[config.mk]
export PLATFORM = sky130hd
export DESIGN_NAME = spawn_arbiter
export DESIGN_NICKNAME = d
export VERILOG_FILES = /design/src/rtl/spawn_arbiter.sv
export SDC_FILE = /design/constraint.sdc
export NUM_CORES = 1
export LEC_CHECK = 0
export ABC_AREA = 0
export CELL_PAD_IN_SITES_DETAIL_PLACEMENT = 2
export CELL_PAD_IN_SITES_GLOBAL_PLACEMENT = 2
export CORE_MARGIN = 2
export CORE_UTILIZATION = 31
export DETAILED_ROUTE_END_ITERATION = 8
export PLACE_DENSITY = 0.89
export SYNTH_ARGS = -nofsm -noshare
export SYNTH_HDL_FRONTEND = slang
export SYNTH_SLANG_ARGS = --single-unit
[constraint.sdc]
create_clock -name Clk -period 4.6 [get_ports Clk]
set_input_delay 0.69 -clock Clk [delete_from_list [all_inputs] [get_ports Clk]]
set_output_delay 0.69 -clock Clk [all_outputs]
set_load 0.02 [all_outputs]
[src/rtl/spawn_arbiter.sv]
// rtl/spawn_arbiter.sv - two-requester spawn position arbiter with grid alignment, keep-out rejection and fallback
//
// Shares one random-coordinate source between requester 0 (player food)
// and requester 1 (enemy respawn). Each granted request draws candidates
// from rand_cord whitened by a 16-bit XNOR LFSR. Every candidate is snapped
// to the sprite grid and checked against the screen bounds and a keep-out
// box around both snake heads. The first candidate that passes is returned.
// When the retry budget runs out, a fixed fallback position is returned.
//
// Ports:
//   Clk, Reset_n         clock, synchronous active-low reset
//   req[1:0]             one-cycle request pulses, bit i = requester i
//   rand_cord[19:0]      {y[9:0], x[9:0]} random source, sampled in SAMPLE only
//   avoid0_x/_y          player head, sampled in CHECK only
//   avoid1_x/_y          enemy head, sampled in CHECK only
//   ack[1:0]             one-hot, one-cycle completion pulse
//   spawn_x/_y           result, valid from ack and held until the next ack
//   fallback             result is the fallback position, held with spawn_x/_y
//   busy                 FSM not in IDLE
module spawn_arbiter #(
    parameter int GRID       = 16,
    parameter int X_MAX      = 640,
    parameter int Y_MAX      = 480,
    parameter int KEEP_OUT   = 32,
    parameter int MAX_TRIES  = 8,
    parameter int FALLBACK_X = 320,
    parameter int FALLBACK_Y = 240
) (
    input  logic        Clk,
    input  logic        Reset_n,
    input  logic [1:0]  req,
    input  logic [19:0] rand_cord,
    input  logic [9:0]  avoid0_x,
    input  logic [9:0]  avoid0_y,
    input  logic [9:0]  avoid1_x,
    input  logic [9:0]  avoid1_y,
    output logic [1:0]  ack,
    output logic [9:0]  spawn_x,
    output logic [9:0]  spawn_y,
    output logic        fallback,
    output logic        busy
);

    localparam int TW = $clog2(MAX_TRIES + 1);

    localparam logic [9:0]    GRID_MASK = ~10'(GRID - 1);
    localparam logic [9:0]    X_LIMIT   = 10'(X_MAX - GRID);
    localparam logic [9:0]    Y_LIMIT   = 10'(Y_MAX - GRID);
    localparam logic [10:0]   KO_LIMIT  = 11'(KEEP_OUT);
    localparam logic [9:0]    FB_X      = 10'(FALLBACK_X);
    localparam logic [9:0]    FB_Y      = 10'(FALLBACK_Y);
    // tries counts completed rejects; once it reaches this value the
    // current reject is the last one allowed (tries+1 == MAX_TRIES).
    localparam logic [TW-1:0] LAST_TRY  = TW'(MAX_TRIES - 1);

    typedef enum logic [1:0] {
        S_IDLE   = 2'd0,
        S_SAMPLE = 2'd1,
        S_CHECK  = 2'd2,
        S_ACK    = 2'd3
    } state_t;

    state_t         state_q, state_d;
    logic [1:0]     pending_q, pending_d;
    logic           grant_q, grant_d;
    logic           last_q, last_d;
    logic [TW-1:0]  tries_q, tries_d;
    logic [15:0]    lfsr_q, lfsr_d;
    logic [9:0]     cand_x_q, cand_x_d;
    logic [9:0]     cand_y_q, cand_y_d;
    logic [9:0]     spawn_x_d, spawn_y_d;
    logic           fallback_d;
    logic           cand_ok;
    logic           grant_sel;

    // True when (cx,cy) lies strictly inside the box of half-width KEEP_OUT
    // around (ax,ay). Differences are taken as 11-bit signed so that
    // coordinates up to 1023 never wrap.
    function automatic logic in_box(
        input logic [9:0] cx,
        input logic [9:0] cy,
        input logic [9:0] ax,
        input logic [9:0] ay
    );
        logic [10:0] dx;
        logic [10:0] dy;
        logic [10:0] adx;
        logic [10:0] ady;
        dx  = {1'b0, cx} - {1'b0, ax};
        dy  = {1'b0, cy} - {1'b0, ay};
        adx = dx[10] ? (~dx + 11'd1) : dx;
        ady = dy[10] ? (~dy + 11'd1) : dy;
        return (adx < KO_LIMIT) && (ady < KO_LIMIT);
    endfunction

    assign busy = (state_q != S_IDLE);
    assign ack  = (state_q == S_ACK) ? (grant_q ? 2'b10 : 2'b01) : 2'b00;

    // A request arriving in its own ack cycle survives the clear and queues.
    assign pending_d = (pending_q & ~ack) | req;

    // Requester 0 wins unless it is idle, or it was the last one granted
    // while requester 1 is also waiting.
    assign grant_sel = ~(pending_q[0] && (last_q || !pending_q[1]));

    assign cand_ok = (cand_x_q <= X_LIMIT) && (cand_y_q <= Y_LIMIT)
                  && !in_box(cand_x_q, cand_y_q, avoid0_x, avoid0_y)
                  && !in_box(cand_x_q, cand_y_q, avoid1_x, avoid1_y);

    always_comb begin
        state_d    = state_q;
        grant_d    = grant_q;
        last_d     = last_q;
        tries_d    = tries_q;
        lfsr_d     = lfsr_q;
        cand_x_d   = cand_x_q;
        cand_y_d   = cand_y_q;
        spawn_x_d  = spawn_x;
        spawn_y_d  = spawn_y;
        fallback_d = fallback;

        case (state_q)
            S_IDLE: begin
                if (|pending_q) begin
                    grant_d = grant_sel;
                    last_d  = grant_sel;
                    tries_d = '0;
                    state_d = S_SAMPLE;
                end
            end
            S_SAMPLE: begin
                cand_x_d = (rand_cord[9:0]   ^ lfsr_q[9:0]) & GRID_MASK;
                cand_y_d = (rand_cord[19:10] ^ {lfsr_q[15:10], lfsr_q[3:0]}) & GRID_MASK;
                state_d  = S_CHECK;
            end
            S_CHECK: begin
                if (cand_ok) begin
                    spawn_x_d  = cand_x_q;
                    spawn_y_d  = cand_y_q;
                    fallback_d = 1'b0;
                    state_d    = S_ACK;
                end else begin
                    // XNOR feedback keeps the all-zero reset state on the
                    // sequence, so the first draw after reset is raw rand_cord.
                    lfsr_d  = {lfsr_q[14:0],
                               ~(lfsr_q[15] ^ lfsr_q[13] ^ lfsr_q[12] ^ lfsr_q[10])};
                    tries_d = tries_q + 1'b1;
                    if (tries_q < LAST_TRY) begin
                        state_d = S_SAMPLE;
                    end else begin
                        spawn_x_d  = FB_X;
                        spawn_y_d  = FB_Y;
                        fallback_d = 1'b1;
                        state_d    = S_ACK;
                    end
                end
            end
            S_ACK: begin
                state_d = S_IDLE;
            end
            default: begin
                state_d = S_IDLE;
            end
        endcase
    end

    always_ff @(posedge Clk) begin
        if (!Reset_n) begin
            state_q   <= S_IDLE;
            pending_q <= 2'b00;
            grant_q   <= 1'b0;
            last_q    <= 1'b1;
            tries_q   <= '0;
            lfsr_q    <= 16'h0000;
            cand_x_q  <= 10'd0;
            cand_y_q  <= 10'd0;
            spawn_x   <= 10'd0;
            spawn_y   <= 10'd0;
            fallback  <= 1'b0;
        end else begin
            state_q   <= state_d;
            pending_q <= pending_d;
            grant_q   <= grant_d;
            last_q    <= last_d;
            tries_q   <= tries_d;
            lfsr_q    <= lfsr_d;
            cand_x_q  <= cand_x_d;
            cand_y_q  <= cand_y_d;
            spawn_x   <= spawn_x_d;
            spawn_y   <= spawn_y_d;
            fallback  <= fallback_d;
        end
    end

endmodule

==> run_results.csv, run 1 <==
group,metric,value,unit
detailed_routing,drc_errors,0,
sta,tightest_slew,1.05,ns
finish,n_fill_cell,1570,
worst_setup_path,crit_fanout,9,
outcome,status,"complete, no violations",
worst_setup_path,critPathLaunchType,"input port",
place,place_congestion,0.875,
yosys,synth-edff-count,0,
detailed_routing,vias,4213,
die,ios,88,
sta,rsz0062_at_grt,"true",
detailed_routing,wire_per_inst,18.0,microns
hold_path,hold_depth,2,
die,dieHeight,123,microns
finish,drive_above_1_share,0.0817,
detailed_routing,ant_nets,0,
clock_tree,root_buffer,"clkbuf_16",
yosys,ys_warn_count,0,
yosys,yosysMostFrequentCell,"nand2_1",
sta,tns,0,ns
yosys,yosys.area.top_type,"dfxtp_1",
finish,area_growth,24.7,%
clock_tree,clock_sinks,51,
global_route,grt_antenna_before_repair,0,
die,core_area,13800,sq um
die,std_cell_rows,43,
yosys,synth_flop_cell,"dfxtp_1",
sta,fin_skew,0.00686,ns
yosys,synth_cell_types,68,
sta,fmax,220,MHz
global_route,grt_pass1_wl,22200,microns
sta,final-setup-viol-count,0,
sta,maxSlewHeadroom,0.300,
sta,hold_violations,0,
detailed_routing,drtIter0Drc,161,
sta,finalCritPeriodShare,0.988,
detailed_routing,drt_first_pass_iters,4,
power,max-vdd-ir-drop,153,uV
yosys,seq_area_frac_synth,0.233,
yosys,syn_inst,539,
worst_setup_path,cp-end-kind,"flip-flop",
finish,final_nets,706,
clock_tree,numCtsBuffers,5,
clock_tree,cts_tree,"done",
finish,antenna_cells,0,
global_route,overflow,0,
place,place_area,5270,sq um
power,p_per_area,258,nW/um^2
yosys,ys_async_sr_fraction,0,
global_route,grtUsageTotal,0.184,
run,drv_cap,0,
finish,stdcell_count,792,
clock_tree,cts_buffer_depth,2,
detailed_routing,drt_wl_total,14200,microns
detailed_routing,via_per_inst,5.32,
die,start_util,0.316,
die,dieArea,15100,sq um
sta,timing.final.max_slew_violations,0,
yosys,synth_top_cell_area_share,0.233,
worst_setup_path,r2r_cells,12,
hold_path,hold_class,"flip-flop to flip-flop",
yosys,synth.area.top_cells,"dfxtp_1 23%, mux2i_1 8.7%, ha_1 8.3%, xnor2_1 5.8%, nand2_1 5.3%",
power,p_leak,0.00244,uW
clock_tree,clkLatencyLatePin,0.29,ns
power,power.total,1410,uW
yosys,syn_area_per_cell,8.11,sq um
worst_setup_path,crit_arrival,4.71,ns
place,dp_hpwl,11200,microns
place,dpl.cell_count,783,
yosys,synthTopCellsByCount,"62 x nand2_1, 51 x dfxtp_1, 38 x mux2i_1",
worst_setup_path,path_class,"input port to flip-flop",
global_route,grt_pass1_vias,4488,
sta,fin_crit,4.55,ns
clock_tree,path_clk_slew,0.06,ns
yosys,synth_area,4370,sq um
die,chipWidth,123,microns
worst_setup_path,critical_path_required,4.77,ns
yosys,ys_ff_latch,51,
finish,final_cell_area,5450,sq um
clock_tree,h-tree-depth,2,
place,port_buffers,71,
global_route,grt_start_max_net_pins,63,
report_power, final:
part | internal (uW) | switching, uW | leakage, uW
sequential | 461 | 31.1 | 0.000414
clock | 196 | 153 | 0.0000628
combinational | 257 | 307 | 0.00196
metrics by stage:
step	hold WS, ns	worst slack, ns	util
floorplan	0.443	0.387	-
global placement	0.454	-0.140	0.381
detailed placement	0.476	-0.239	0.381
finish	0.477	0.0549	0.394
global route	0.516	-0.0650	0.394
CTS	0.486	0.0490	0.390
sequential cells by signal, summed over array words and instances, names as in the netlist:
name / flops
fallback: 1
lfsr_q: 16
spawn_x: 6
pending_q: 2
last_q: 1
spawn_y: 6
tries_q: 4
cand_y_q: 6
state_q: 2
grant_q: 1
cand_x_q: 6
cell families after synthesis:
family                   count (synthesis)  synth area share
AND/OR/NAND/NOR                        192             0.235
AO/OA/AOI/OAI                          122             0.210
buffers and inverters                   67            0.0732
flip-flops                              51             0.233
XOR/XNOR                                39            0.0781
multiplexers                            38            0.0870
adder cells (fa/ha/maj)                 29            0.0830
other                                    1          0.000858
final cells by class:
cell class | count | area, sq um | share of cell area
multi-input cells | 430 | 3100 | 0.569
flip-flops and latches | 51 | 1020 | 0.187
repair buffers | 88 | 833 | 0.153
well taps | 180 | 225 | 0.0413
inverters | 37 | 139 | 0.0255
clock buffers | 6 | 129 | 0.0236
path summary, 6_finish.rpt:
kind               startpoint         end  slack, ns
setup / recovery  avoid1_y[4]  lfsr_q[12]       0.05
setup reg to reg  cand_y_q[4]  lfsr_q[12]       0.60
hold reg to reg     lfsr_q[1]   lfsr_q[2]       0.48
hold / removal      lfsr_q[1]   lfsr_q[2]       0.48
layout by cell type, fill, tap and decap left out, types with 7 or more instances in the layout:
cell type and instances:
o211a_1 13, a21o_1 11, nand2_1 62, nor2_1 32, nand3_1 13, nor2b_1 7
buf_4 17, nor3_1 17, conb_1 8, dfxtp_1 51, clkdlybuf4s50_1 70, o21ai_0 16
a31oi_1 7, mux2i_1 38, inv_1 37, and2_1 7, ha_1 29, xnor2_1 29
xor2_1 10, a21oi_1 22
layer usage:
metal / global-route usage / share of wire / vias up
met5: 0 / 0 / -
met4: 0.0309 / 0.011 / 0
met3: 0.0167 / 0.022 / 16
met2: 0.346 / 0.51 / 65
met1: 0.228 / 0.45 / 2071
li1: - / - / 2061
repair_timing:
item	4_1_cts	5_1_grt
gates resized for setup	0	10
setup endpoints to repair	0	34
hold buffers	0	0
buffers inserted	0	1
critical path: stages:
cell,delay [ns]
clkdlybuf4s50_1,0.45
inv_1,0.04
ha_1,0.28
or4b_4,0.47
or4b_1,0.48
a2111o_1,0.50
a2111oi_4,0.41
xor2_1,0.12
o32a_1,0.32
a211oi_2,0.19
buf_4,0.15
nand3_2,0.18
and2_4,0.29
mux2i_1,0.14
Note: power is estimated with default switching activity, not from simulation.
==> run 2: changes to the inputs <==
Settings changed: SLEW_MARGIN set to 20.
==> run_results.csv, run 2 (synthesis results as in run 1) <==
group,metric,value,unit
detailed_routing,drtIter0Drc,154,
worst_setup_path,cp-end-kind,"flip-flop",
global_route,grt_pass1_wl,22200,microns
place,dp_slack,-0.239,ns
clock_tree,root_buffer,"clkbuf_16",
detailed_routing,ant_nets,0,
finish,final_nets,707,
power,p_per_area,258,nW/um^2
sta,fmax,220,MHz
finish,area_growth,25.1,%
place,dp_hpwl,11200,microns
sta,rsz0062_at_grt,"true",
global_route,grtUsageTotal,0.184,
global_route,overflow,0,
finish,n_fill_cell,1567,
finish,final_common_cell,"clkdlybuf4s50_1",
worst_setup_path,worst_path_max_delay_cell,"a2111o_1",
detailed_routing,drt_wl_total,14400,microns
sta,fin_ws,0.0555,ns
global_route,grt_start_max_net_pins,63,
finish,regMostFlops,"lfsr_q",
sta,fin_crit,4.54,ns
power,max-vdd-ir-drop,153,uV
die,dieHeight,123,microns
worst_setup_path,crit_arrival,4.71,ns
finish,largest_reg_flops,16,
die,chipWidth,123,microns
place,port_buffers,71,
sta,fin_skew,0.00675,ns
clock_tree,clkLatencyLatePin,0.29,ns
clock_tree,h-tree-depth,2,
die,std_cell_rows,43,
worst_setup_path,path_class,"input port to flip-flop",
worst_setup_path,crit_fanout,9,
finish,final_cell_mix,"70 x clkdlybuf4s50_1, 62 x nand2_1, 51 x dfxtp_1",
clock_tree,path_clk_slew,0.06,ns
worst_setup_path,crit_chain,"clkdlybuf4s50_1 > inv_1 > ha_1 > or4b_4 > or4b_1 > a2111o_1 > a2111oi_4 > xor2_1 > o32a_1 > a211oi_2 > buf_4 > nand3_2 > and2_4 > mux2i_1",
global_route,grt_antenna_before_repair,0,
place,place_congestion,0.875,
die,ios,88,
worst_setup_path,critical_path_required,4.77,ns
clock_tree,cts_buffer_depth,2,
detailed_routing,drc_errors,0,
worst_setup_path,worstSetupStartpoint,"avoid1_y[4]",
detailed_routing,vias,4224,
clock_tree,cts_tree,"done",
sta,tightest_slew,0.559,ns
sta,finalCritPeriodShare,0.988,
die,core_area,13800,sq um
die,dieArea,15100,sq um
worst_setup_path,crit_path_max_incr_delay,0.50,ns
run,drv_cap,0,
sta,fin_hold_ws,0.478,ns
finish,drive_above_1_share,0.0832,
sta,timing.final.max_slew_violations,0,
sta,maxSlewHeadroom,0.628,
worst_setup_path,critPathLaunchType,"input port",
hold_path,holdCritStartpoint,"lfsr_q[1]",
die,start_util,0.316,
detailed_routing,wire_per_inst,18.1,microns
power,p_leak,0.00245,uW
clock_tree,clock_sinks,51,
global_route,grt_pass1_vias,4488,
outcome,status,"complete, no violations",
finish,antenna_cells,0,
sta,hold_violations,0,
hold_path,hold_class,"flip-flop to flip-flop",
detailed_routing,drt_first_pass_iters,6,
clock_tree,cts-hold-fix-buffers,0,
sta,final-setup-viol-count,0,
detailed_routing,via_per_inst,5.33,
clock_tree,numCtsBuffers,5,
worst_setup_path,worstReg2RegStart,"cand_y_q[4]",
run 2: layer usage:
metal  wire, microns  vias up  GRT usage
met1            6470     2068      0.228
met3             374       20     0.0167
met4             180        0     0.0309
li1                -     2065          -
met5               0        -          0
met2            7340       71      0.346
run 2: path summary, 6_finish.rpt:
path                end  slack, ns  cells past startpoint
max reg2reg  lfsr_q[12]       0.60                     12
max          lfsr_q[12]       0.06                     14
min           lfsr_q[2]       0.48                      2
min reg2reg   lfsr_q[2]       0.48                      2
run 2: through the flow:
stage	util	instance area (sq um)	total power (uW)	instances	TNS [ns]
after floorplan	-	4400	875	546	0
after global placement	0.381	5270	1020	783	-4.22
after detailed placement	0.381	5270	1060	783	-6.94
after CTS	0.390	5400	1410	789	0
after global routing	0.396	5470	1500	793	-0.979
final	0.396	5470	1410	793	0
run 2: cell type report:
class / count / area, sq um / share of cell area
multi-input cells: 430 / 3100 / 0.567
flip-flops and latches: 51 / 1020 / 0.187
repair buffers: 89 / 853 / 0.156
well taps: 180 / 225 / 0.0412
inverters: 37 / 139 / 0.0254
clock buffers: 6 / 129 / 0.0236
run 2: critical path, delay by kind of cell:
| kind | cells | cell delay, ns |
|---|---|---|
| fa+ha+maj | 1 | 0.28 |
| xor+xnor | 1 | 0.12 |
| simple gates | 4 | 1.42 |
| buf+inv | 3 | 0.64 |
| compound gates | 4 | 1.42 |
| mux | 1 | 0.14 |
run 2: where the power goes:
| group | leakage, uW | total, uW | internal (uW) | switching [uW] |
|---|---|---|---|---|
| Combinational | 0.00197 | 567 | 259 | 308 |
| Sequential | 0.000414 | 492 | 461 | 31.2 |
| Clock | 0.0000628 | 350 | 196 | 154 |
run 2: timing repair:
action	CTS	global route
buffers inserted	0	1
endpoints found under the setup margin	0	34
resized for setup	0	10
